==> src/rtl/hazard_pkg.sv <==
// hazard_pkg: shared constants and FSM state type for the hazard encoder.
//   CELL_SHIFT  log2 of the cell edge in pixels
//   GRID_COLS   cells per grid row
//   GRID_ROWS   grid rows (rows 0-1 -> vec1, rows 2-3 -> vec2)
//   COORD_W     pixel coordinate width
//   CNT_W       width of the per-frame hazard count
package hazard_pkg;

  localparam int CELL_SHIFT = 7;
  localparam int GRID_COLS  = 8;
  localparam int GRID_ROWS  = 4;
  localparam int COORD_W    = 11;
  localparam int CNT_W      = 4;

  typedef enum logic [1:0] {
    ST_IDLE  = 2'd0,
    ST_LOAD  = 2'd1,
    ST_DRAIN = 2'd2,
    ST_DONE  = 2'd3
  } state_t;

endpackage

==> src/rtl/hazard_encode_ctrl_if.sv <==
// hazard_encode_ctrl_if: valid/ready hazard-box stream.
//   hz_valid                 box present (master -> slave)
//   hz_ready                 slave accepts a box (slave -> master)
//   hz_top/left/bottom/right inclusive box edges in pixels (master -> slave)
interface hazard_encode_ctrl_if;
  import hazard_pkg::*;

  logic               hz_valid;
  logic               hz_ready;
  logic [COORD_W-1:0] hz_top;
  logic [COORD_W-1:0] hz_left;
  logic [COORD_W-1:0] hz_bottom;
  logic [COORD_W-1:0] hz_right;

  modport master (
    output hz_valid, hz_top, hz_left, hz_bottom, hz_right,
    input  hz_ready
  );

  modport slave (
    input  hz_valid, hz_top, hz_left, hz_bottom, hz_right,
    output hz_ready
  );

endinterface

==> src/rtl/hazard_cell_mask.sv <==
// hazard_cell_mask: combinational cell mask from clipped row/col ranges.
//   en                 box contributes cells
//   row_lo..row_hi     inclusive row range (already clipped to the grid)
//   col_lo..col_hi     inclusive column range (already clipped to the grid)
//   mask               one bit per cell, bit = row*GRID_COLS + col
module hazard_cell_mask #(
  parameter int GRID_ROWS = hazard_pkg::GRID_ROWS,
  parameter int GRID_COLS = hazard_pkg::GRID_COLS,
  parameter int IDX_W     = hazard_pkg::COORD_W - hazard_pkg::CELL_SHIFT
) (
  input  logic                           en,
  input  logic [IDX_W-1:0]               row_lo,
  input  logic [IDX_W-1:0]               row_hi,
  input  logic [IDX_W-1:0]               col_lo,
  input  logic [IDX_W-1:0]               col_hi,
  output logic [GRID_ROWS*GRID_COLS-1:0] mask
);
  import hazard_pkg::*;

  logic [GRID_ROWS-1:0] row_hit;
  logic [GRID_COLS-1:0] col_hit;

  always_comb begin
    row_hit = '0;
    col_hit = '0;
    mask    = '0;
    for (int r = 0; r < GRID_ROWS; r++) begin
      row_hit[r] = (row_lo <= IDX_W'(r)) && (row_hi >= IDX_W'(r));
    end
    for (int c = 0; c < GRID_COLS; c++) begin
      col_hit[c] = (col_lo <= IDX_W'(c)) && (col_hi >= IDX_W'(c));
    end
    for (int r = 0; r < GRID_ROWS; r++) begin
      for (int c = 0; c < GRID_COLS; c++) begin
        mask[r*GRID_COLS + c] = en && row_hit[r] && col_hit[c];
      end
    end
  end

endmodule

==> src/rtl/hazard_encode_ctrl.sv <==
// hazard_encode_ctrl: accumulates hazard boxes of a frame into a cell
// occupancy grid and publishes it as two 16-bit row-pair vectors.
//   clk, rst       clock, synchronous active-high reset
//   start          begin a frame (sampled in IDLE only)
//   num_hazards    boxes in the frame, latched on an accepted start
//   hz             box stream (slave side)
//   vec1, vec2     occupancy of rows 0-1 / rows 2-3, bit = (row%2)*8 + col
//   vec_valid      one-cycle pulse when vec1/vec2 update
//   busy           high outside IDLE
//   bad_count      malformed boxes seen in the last frame (saturating)
//
// state    | meaning
// ---------+--------------------------------------------------------
// ST_IDLE  | waiting for start
// ST_LOAD  | accepting boxes until the latched count is reached
// ST_DRAIN | waiting for the last box to reach the accumulator
// ST_DONE  | publish the accumulator, pulse vec_valid
module hazard_encode_ctrl #(
  parameter int CELL_SHIFT = hazard_pkg::CELL_SHIFT,
  parameter int GRID_COLS  = hazard_pkg::GRID_COLS,
  parameter int GRID_ROWS  = hazard_pkg::GRID_ROWS
) (
  input  logic                   clk,
  input  logic                   rst,
  input  logic                   start,
  input  logic [3:0]             num_hazards,
  hazard_encode_ctrl_if.slave    hz,
  output logic [15:0]            vec1,
  output logic [15:0]            vec2,
  output logic                   vec_valid,
  output logic                   busy,
  output logic [3:0]             bad_count
);
  import hazard_pkg::*;

  localparam int IDX_W = COORD_W - CELL_SHIFT;
  localparam int CELLS = GRID_ROWS * GRID_COLS;
  localparam logic [IDX_W-1:0] ROW_LAST = IDX_W'(GRID_ROWS - 1);
  localparam logic [IDX_W-1:0] COL_LAST = IDX_W'(GRID_COLS - 1);

  state_t           state, state_nxt;
  logic [CNT_W-1:0] remain;
  logic             accept;
  logic             frame_go;
  logic             frame_empty;

  logic [IDX_W-1:0] row_lo_c, row_end_c, row_hi_c;
  logic [IDX_W-1:0] col_lo_c, col_end_c, col_hi_c;
  logic             malformed_c, off_grid_c;

  logic             s1_valid, s1_bad, s1_en;
  logic [IDX_W-1:0] s1_row_lo, s1_row_hi, s1_col_lo, s1_col_hi;
  logic [CELLS-1:0] cell_mask;
  logic [CELLS-1:0] acc;

  always_ff @(posedge clk) begin
    if (rst) state <= ST_IDLE;
    else     state <= state_nxt;
  end

  always_comb begin
    state_nxt   = state;
    hz.hz_ready = 1'b0;
    busy        = 1'b1;
    frame_go    = 1'b0;
    frame_empty = 1'b0;
    case (state)
      ST_IDLE: begin
        busy = 1'b0;
        if (start) begin
          if (num_hazards != '0) begin
            frame_go  = 1'b1;
            state_nxt = ST_LOAD;
          end else begin
            frame_empty = 1'b1;
            state_nxt   = ST_DONE;
          end
        end
      end
      ST_LOAD: begin
        // remain never reaches zero while in LOAD, so ready is simply the state
        hz.hz_ready = 1'b1;
        if (hz.hz_valid && remain == CNT_W'(1)) state_nxt = ST_DRAIN;
      end
      ST_DRAIN: begin
        // once stage 1 is empty the accumulator holds every box of the frame
        if (!s1_valid) state_nxt = ST_DONE;
      end
      ST_DONE: begin
        state_nxt = ST_IDLE;
      end
      default: state_nxt = ST_IDLE;
    endcase
  end

  assign accept = hz.hz_valid && hz.hz_ready;

  always_comb begin
    row_lo_c    = hz.hz_top[COORD_W-1:CELL_SHIFT];
    row_end_c   = hz.hz_bottom[COORD_W-1:CELL_SHIFT];
    col_lo_c    = hz.hz_left[COORD_W-1:CELL_SHIFT];
    col_end_c   = hz.hz_right[COORD_W-1:CELL_SHIFT];
    row_hi_c    = (row_end_c > ROW_LAST) ? ROW_LAST : row_end_c;
    col_hi_c    = (col_end_c > COL_LAST) ? COL_LAST : col_end_c;
    malformed_c = (hz.hz_bottom < hz.hz_top) || (hz.hz_right < hz.hz_left);
    off_grid_c  = (row_lo_c > ROW_LAST) || (col_lo_c > COL_LAST);
  end

  always_ff @(posedge clk) begin
    if (rst) begin
      s1_valid  <= 1'b0;
      s1_bad    <= 1'b0;
      s1_en     <= 1'b0;
      s1_row_lo <= '0;
      s1_row_hi <= '0;
      s1_col_lo <= '0;
      s1_col_hi <= '0;
    end else begin
      s1_valid <= accept;
      if (accept) begin
        s1_bad    <= malformed_c;
        // a malformed box is counted but never painted, even if its start is on-grid
        s1_en     <= !malformed_c && !off_grid_c;
        s1_row_lo <= row_lo_c;
        s1_row_hi <= row_hi_c;
        s1_col_lo <= col_lo_c;
        s1_col_hi <= col_hi_c;
      end
    end
  end

  hazard_cell_mask #(
    .GRID_ROWS (GRID_ROWS),
    .GRID_COLS (GRID_COLS),
    .IDX_W     (IDX_W)
  ) u_cell_mask (
    .en     (s1_en),
    .row_lo (s1_row_lo),
    .row_hi (s1_row_hi),
    .col_lo (s1_col_lo),
    .col_hi (s1_col_hi),
    .mask   (cell_mask)
  );

  always_ff @(posedge clk) begin
    if (rst) begin
      remain    <= '0;
      acc       <= '0;
      bad_count <= '0;
      vec1      <= '0;
      vec2      <= '0;
      vec_valid <= 1'b0;
    end else begin
      vec_valid <= 1'b0;
      if (frame_go)    remain <= num_hazards;
      else if (accept) remain <= remain - CNT_W'(1);

      // bad_count describes the most recent frame, so every accepted start clears it
      if (frame_go || frame_empty) begin
        acc       <= '0;
        bad_count <= '0;
      end else if (s1_valid) begin
        acc <= acc | cell_mask;
        if (s1_bad && bad_count != 4'hF) bad_count <= bad_count + 4'd1;
      end

      if (state == ST_DONE) begin
        vec1      <= acc[15:0];
        vec2      <= acc[31:16];
        vec_valid <= 1'b1;
      end
    end
  end

endmodule

==> src/flat_wrapper.sv <==
// flat-port wrapper written by rule: the top's interface ports become plain ports
module hazard_encode_ctrl_flat import hazard_pkg::*;
#(
  parameter int CELL_SHIFT = hazard_pkg::CELL_SHIFT,
  parameter int GRID_COLS  = hazard_pkg::GRID_COLS,
  parameter int GRID_ROWS  = hazard_pkg::GRID_ROWS
)
  (clk, rst, start, num_hazards, vec1, vec2, vec_valid, busy, bad_count, hz_hz_valid, hz_hz_top, hz_hz_left, hz_hz_bottom, hz_hz_right, hz_hz_ready);
  hazard_encode_ctrl_if hz_i ();
  input  logic clk;
  input  logic rst;
  input  logic start;
  input  logic [3:0] num_hazards;
  output logic [15:0] vec1;
  output logic [15:0] vec2;
  output logic vec_valid;
  output logic busy;
  output logic [3:0] bad_count;
  input wire logic [$bits(hz_i.hz_valid)-1:0] hz_hz_valid;
  input wire logic [$bits(hz_i.hz_top)-1:0] hz_hz_top;
  input wire logic [$bits(hz_i.hz_left)-1:0] hz_hz_left;
  input wire logic [$bits(hz_i.hz_bottom)-1:0] hz_hz_bottom;
  input wire logic [$bits(hz_i.hz_right)-1:0] hz_hz_right;
  output wire logic [$bits(hz_i.hz_ready)-1:0] hz_hz_ready;
  assign hz_i.hz_valid = hz_hz_valid;
  assign hz_i.hz_top = hz_hz_top;
  assign hz_i.hz_left = hz_hz_left;
  assign hz_i.hz_bottom = hz_hz_bottom;
  assign hz_i.hz_right = hz_hz_right;
  assign hz_hz_ready = hz_i.hz_ready;
  hazard_encode_ctrl #(.CELL_SHIFT(CELL_SHIFT), .GRID_COLS(GRID_COLS), .GRID_ROWS(GRID_ROWS)) u_core (.clk(clk), .rst(rst), .start(start), .num_hazards(num_hazards), .hz(hz_i), .vec1(vec1), .vec2(vec2), .vec_valid(vec_valid), .busy(busy), .bad_count(bad_count));
endmodule
==> config.mk <==
export PLATFORM = sky130hd
export DESIGN_NAME = hazard_encode_ctrl_flat
export DESIGN_NICKNAME = d
export VERILOG_FILES = /design/src/rtl/hazard_pkg.sv /design/src/rtl/hazard_encode_ctrl_if.sv /design/src/rtl/hazard_cell_mask.sv /design/src/rtl/hazard_encode_ctrl.sv /design/src/flat_wrapper.sv
export SDC_FILE = /design/constraint.sdc
export NUM_CORES = 1
export LEC_CHECK = 0
export ABC_AREA = 1
export CORE_MARGIN = 2
export CORE_UTILIZATION = 57
export CTS_BUF_LIST = sky130_fd_sc_hd__clkbuf_4 sky130_fd_sc_hd__clkbuf_8
export DETAILED_ROUTE_END_ITERATION = 6
export PLACE_DENSITY = 0.92
export SKIP_CTS_REPAIR_TIMING = 1
export SYNTH_ARGS = -nofsm -noshare
export SYNTH_HDL_FRONTEND = slang
export SYNTH_HIERARCHICAL = 1
export SYNTH_SLANG_ARGS = --single-unit
==> constraint.sdc <==
create_clock -name clk -period 2.4 [get_ports clk]
set_input_delay 0.24 -clock clk [delete_from_list [all_inputs] [get_ports clk]]
set_output_delay 0.24 -clock clk [all_outputs]
set_load 0.01 [all_outputs]
==> results.ini <==
[global_routing]
antenna_found_initial=0
groute.usage.overall_pct=24.9
grt_max_degree=37
grt_pass1_vias=3928
grt_pass1_wl_mm=16.9
grt_remaining_overflow=0

[routing]
vias=4089
dr.pass1.iters=5
routed_wl_mm=10.1
detail-route-antenna-nets=0
routed_via_density=5.29
drc=0
wl_per_cell_microns=13.1
drt-initial-drc-count=269

[setup_path]
rr_endpoint=u_core/vec2[4]
rr_worst_depth=5
cp-endpoint=u_core/vec2[4]
start_kind=flip-flop
worstSetupPathType=reg2reg
r2r-start=u_core/state[0]
cp.arrival_ns=2.22
required_ns=2.66
crit_start=u_core/state[0]
crit_fanout=33
critPathCaptureType=flip-flop
r2r_setup_slack_ns=0.44

[pwr]
power_density_nw_per_um2=791
switching_share_pct=36.7
seqPwrFrac_pct=43.6
leakage_nw=2.44
ir_worst_vdd_mv=0.673
comb_power_share_pct=32.4
internal_power_mw=2.75
clock_power_share_pct=24.0
switchingPower_mw=1.60

[sta]
max_freq_ghz=0.511
min_period_ns=1.96
fin_tns_setup_ns=0
relSlewSlack_pct=39.2
rsz0062_at_grt=no
slew_viol_final=0
finalHoldViolCount=0
finalSetupViolCount=0
worstMarginPinSlew_ns=0.912
skew_ns=0.0176
final.period_utilization_pct=81.5

[finish]
fin_nets=749
fill_cells=516
ff_latch_area_sq_um=1880
final_cells=773
antennaDiodeCount=0
mostFrequentLayoutCell=nor2_1
final_cell_mix=157 x nor2_1, 94 x dfxtp_1, 90 x clkdlybuf4s50_1
synthToLayoutAreaGrowth_pct=26.0
drive_gt1_share_pct=7.42
multi_input_area_sq_um=2120

[floorplan]
initial_core_util_pct=59.5
fp-row-count=31
ios=91
die_h_microns=91.5
coreArea_sq_um=7330
die_w_microns=91.5
die-area_sq_um=8370

[yosys]
netlist_instances=585
yosysSeqAreaShare_pct=43.1
syn_avg_cell_area_sq_um=7.46
synth_nets=665
yosysTopAreaCell=dfxtp_1
ys_warn_count=6
synth.top_cell.area_share_pct=43.1
ys_ff_latch=94
syn_area_sq_um=4360
netlist_top_cells_area=dfxtp_1 43%, nor2_1 14%, ha_1 8.0%, a21oi_1 6.4%, nand2_1 6.2%
synth_cell_types=31

[placed_design]
io_buffers=90
gp_congestion=0.879
placed_cells=757
dp_hpwl_mm=7.57

[clock_tree]
cts_buffers=9
cts_tree=yes
clock_sinks=94
cts.path.max_buffers=2
h-tree-depth=3
cts.clk_slew.worst_paths_ns=0.10
clk_latency_ns=0.38
root_buffer=clkbuf_8

[status]
status=complete, no violations

[run]
maxCapViolCount=0

[worst_hold_path]
worstHoldPathType=in2reg

==> worst max-delay path, stage by stage, from the launching register on <==
cell	delay, ns
dfxtp_1	0.38
ha_1	0.77
inv_1	0.15
buf_4	0.28
nor2_1	0.19
nor2_1	0.07
==> sequential cells by signal (all words and copies together) (netlist names), 2 cells and up <==
register / count
u_core/s1_col_lo: 4
u_core/remain: 4
u_core/s1_row_lo: 4
u_core/s1_col_hi: 4
u_core/acc: 32
u_core/bad_count: 4
u_core/vec2: 16
u_core/s1_row_hi: 4
u_core/state: 2
u_core/vec1: 16
==> metal layers <==
metal	global-route usage, %	wire [microns]
met5	0	0
met4	13.0	303
met3	4.40	539
met2	44.2	5180
met1	28.2	4100
==> power groups by stage <==
stage | logic (mW) | registers [mW] | clock network, mW
after floorplan | 0.839 | 1.95 | 0
after global placement | 1.33 | 1.92 | 0
after detailed placement | 1.38 | 1.93 | 0
after CTS | 1.40 | 1.90 | 1.04
after global routing | 1.56 | 1.92 | 1.12
final | 1.41 | 1.90 | 1.04
==> worst min path at each step <==
stage | startpoint | end | depth (start not counted)
4_1_cts | hz_hz_top[7] | u_core/s1_row_lo[0] | 3
3_5_place_dp | u_core/s1_row_hi[3] | u_core/s1_row_hi[3] | 2
3_3_place_gp | u_core/s1_row_hi[3] | u_core/s1_row_hi[3] | 2
2_1_floorplan | hz_hz_bottom[7] | u_core/s1_row_hi[0] | 2
5_1_grt | hz_hz_top[8] | u_core/s1_row_lo[1] | 3
6_report | num_hazards[0] | u_core/remain[0] | 3
==> cell families after synthesis <==
kind of cell | count (synthesis) | synth area share [%]
and+or+nand+nor | 268 | 26.8
AOI/OAI and AO/OA | 112 | 13.4
DFF | 94 | 43.1
buffers and inverters | 81 | 8.17
adders and majority gates | 28 | 8.03
xor gates and xnor gates | 2 | 0.402
==> layout make-up <==
| cell class | instances | area share, % |
|---|---|---|
| Multi-Input combinational cell | 410 | 38.7 |
| Sequential cell | 94 | 34.2 |
| Timing Repair Buffer | 96 | 17.2 |
| Inverter | 58 | 3.96 |
| Clock buffer | 9 | 2.25 |
| Tap cell | 99 | 2.25 |
| Clock inverter | 7 | 1.43 |
==> metrics by stage <==
step	hold WS, ns	total power, mW	cell area, sq um	worst slack, ns	utilization (%)
after floorplan	0.372	2.79	4360	1.09	-
after CTS	0.434	4.34	5500	0.431	75.0
after global routing	0.456	4.59	5500	0.308	75.0
after detailed placement	0.440	3.32	5290	0.439	72.2
final	0.447	4.35	5500	0.444	75.0
after global placement	0.432	3.24	5290	0.564	72.2
==> Yosys cell counts <==
library cell	count
nand2_2	3
nand3_4	3
nand3_1	14
or2_1	1
ha_1	28
a21o_2	1
buf_6	4
a211oi_1	1
a21oi_1	56
a221oi_2	1
nor4_4	1
nor3_1	5
nand3_2	5
o21ai_1	2
a21oi_2	2
buf_2	15
buf_4	1
inv_2	6
inv_1	52
nand2_1	72
clkbuf_1	3
and2_1	1
nor2_8	1
nor2_2	3
o21ai_0	48
nor2_4	1
nor2_1	157
xnor2_1	2
a31oi_1	1
dfxtp_1	94
nand2_4	1
Note: power is estimated with default switching activity, not from simulation.
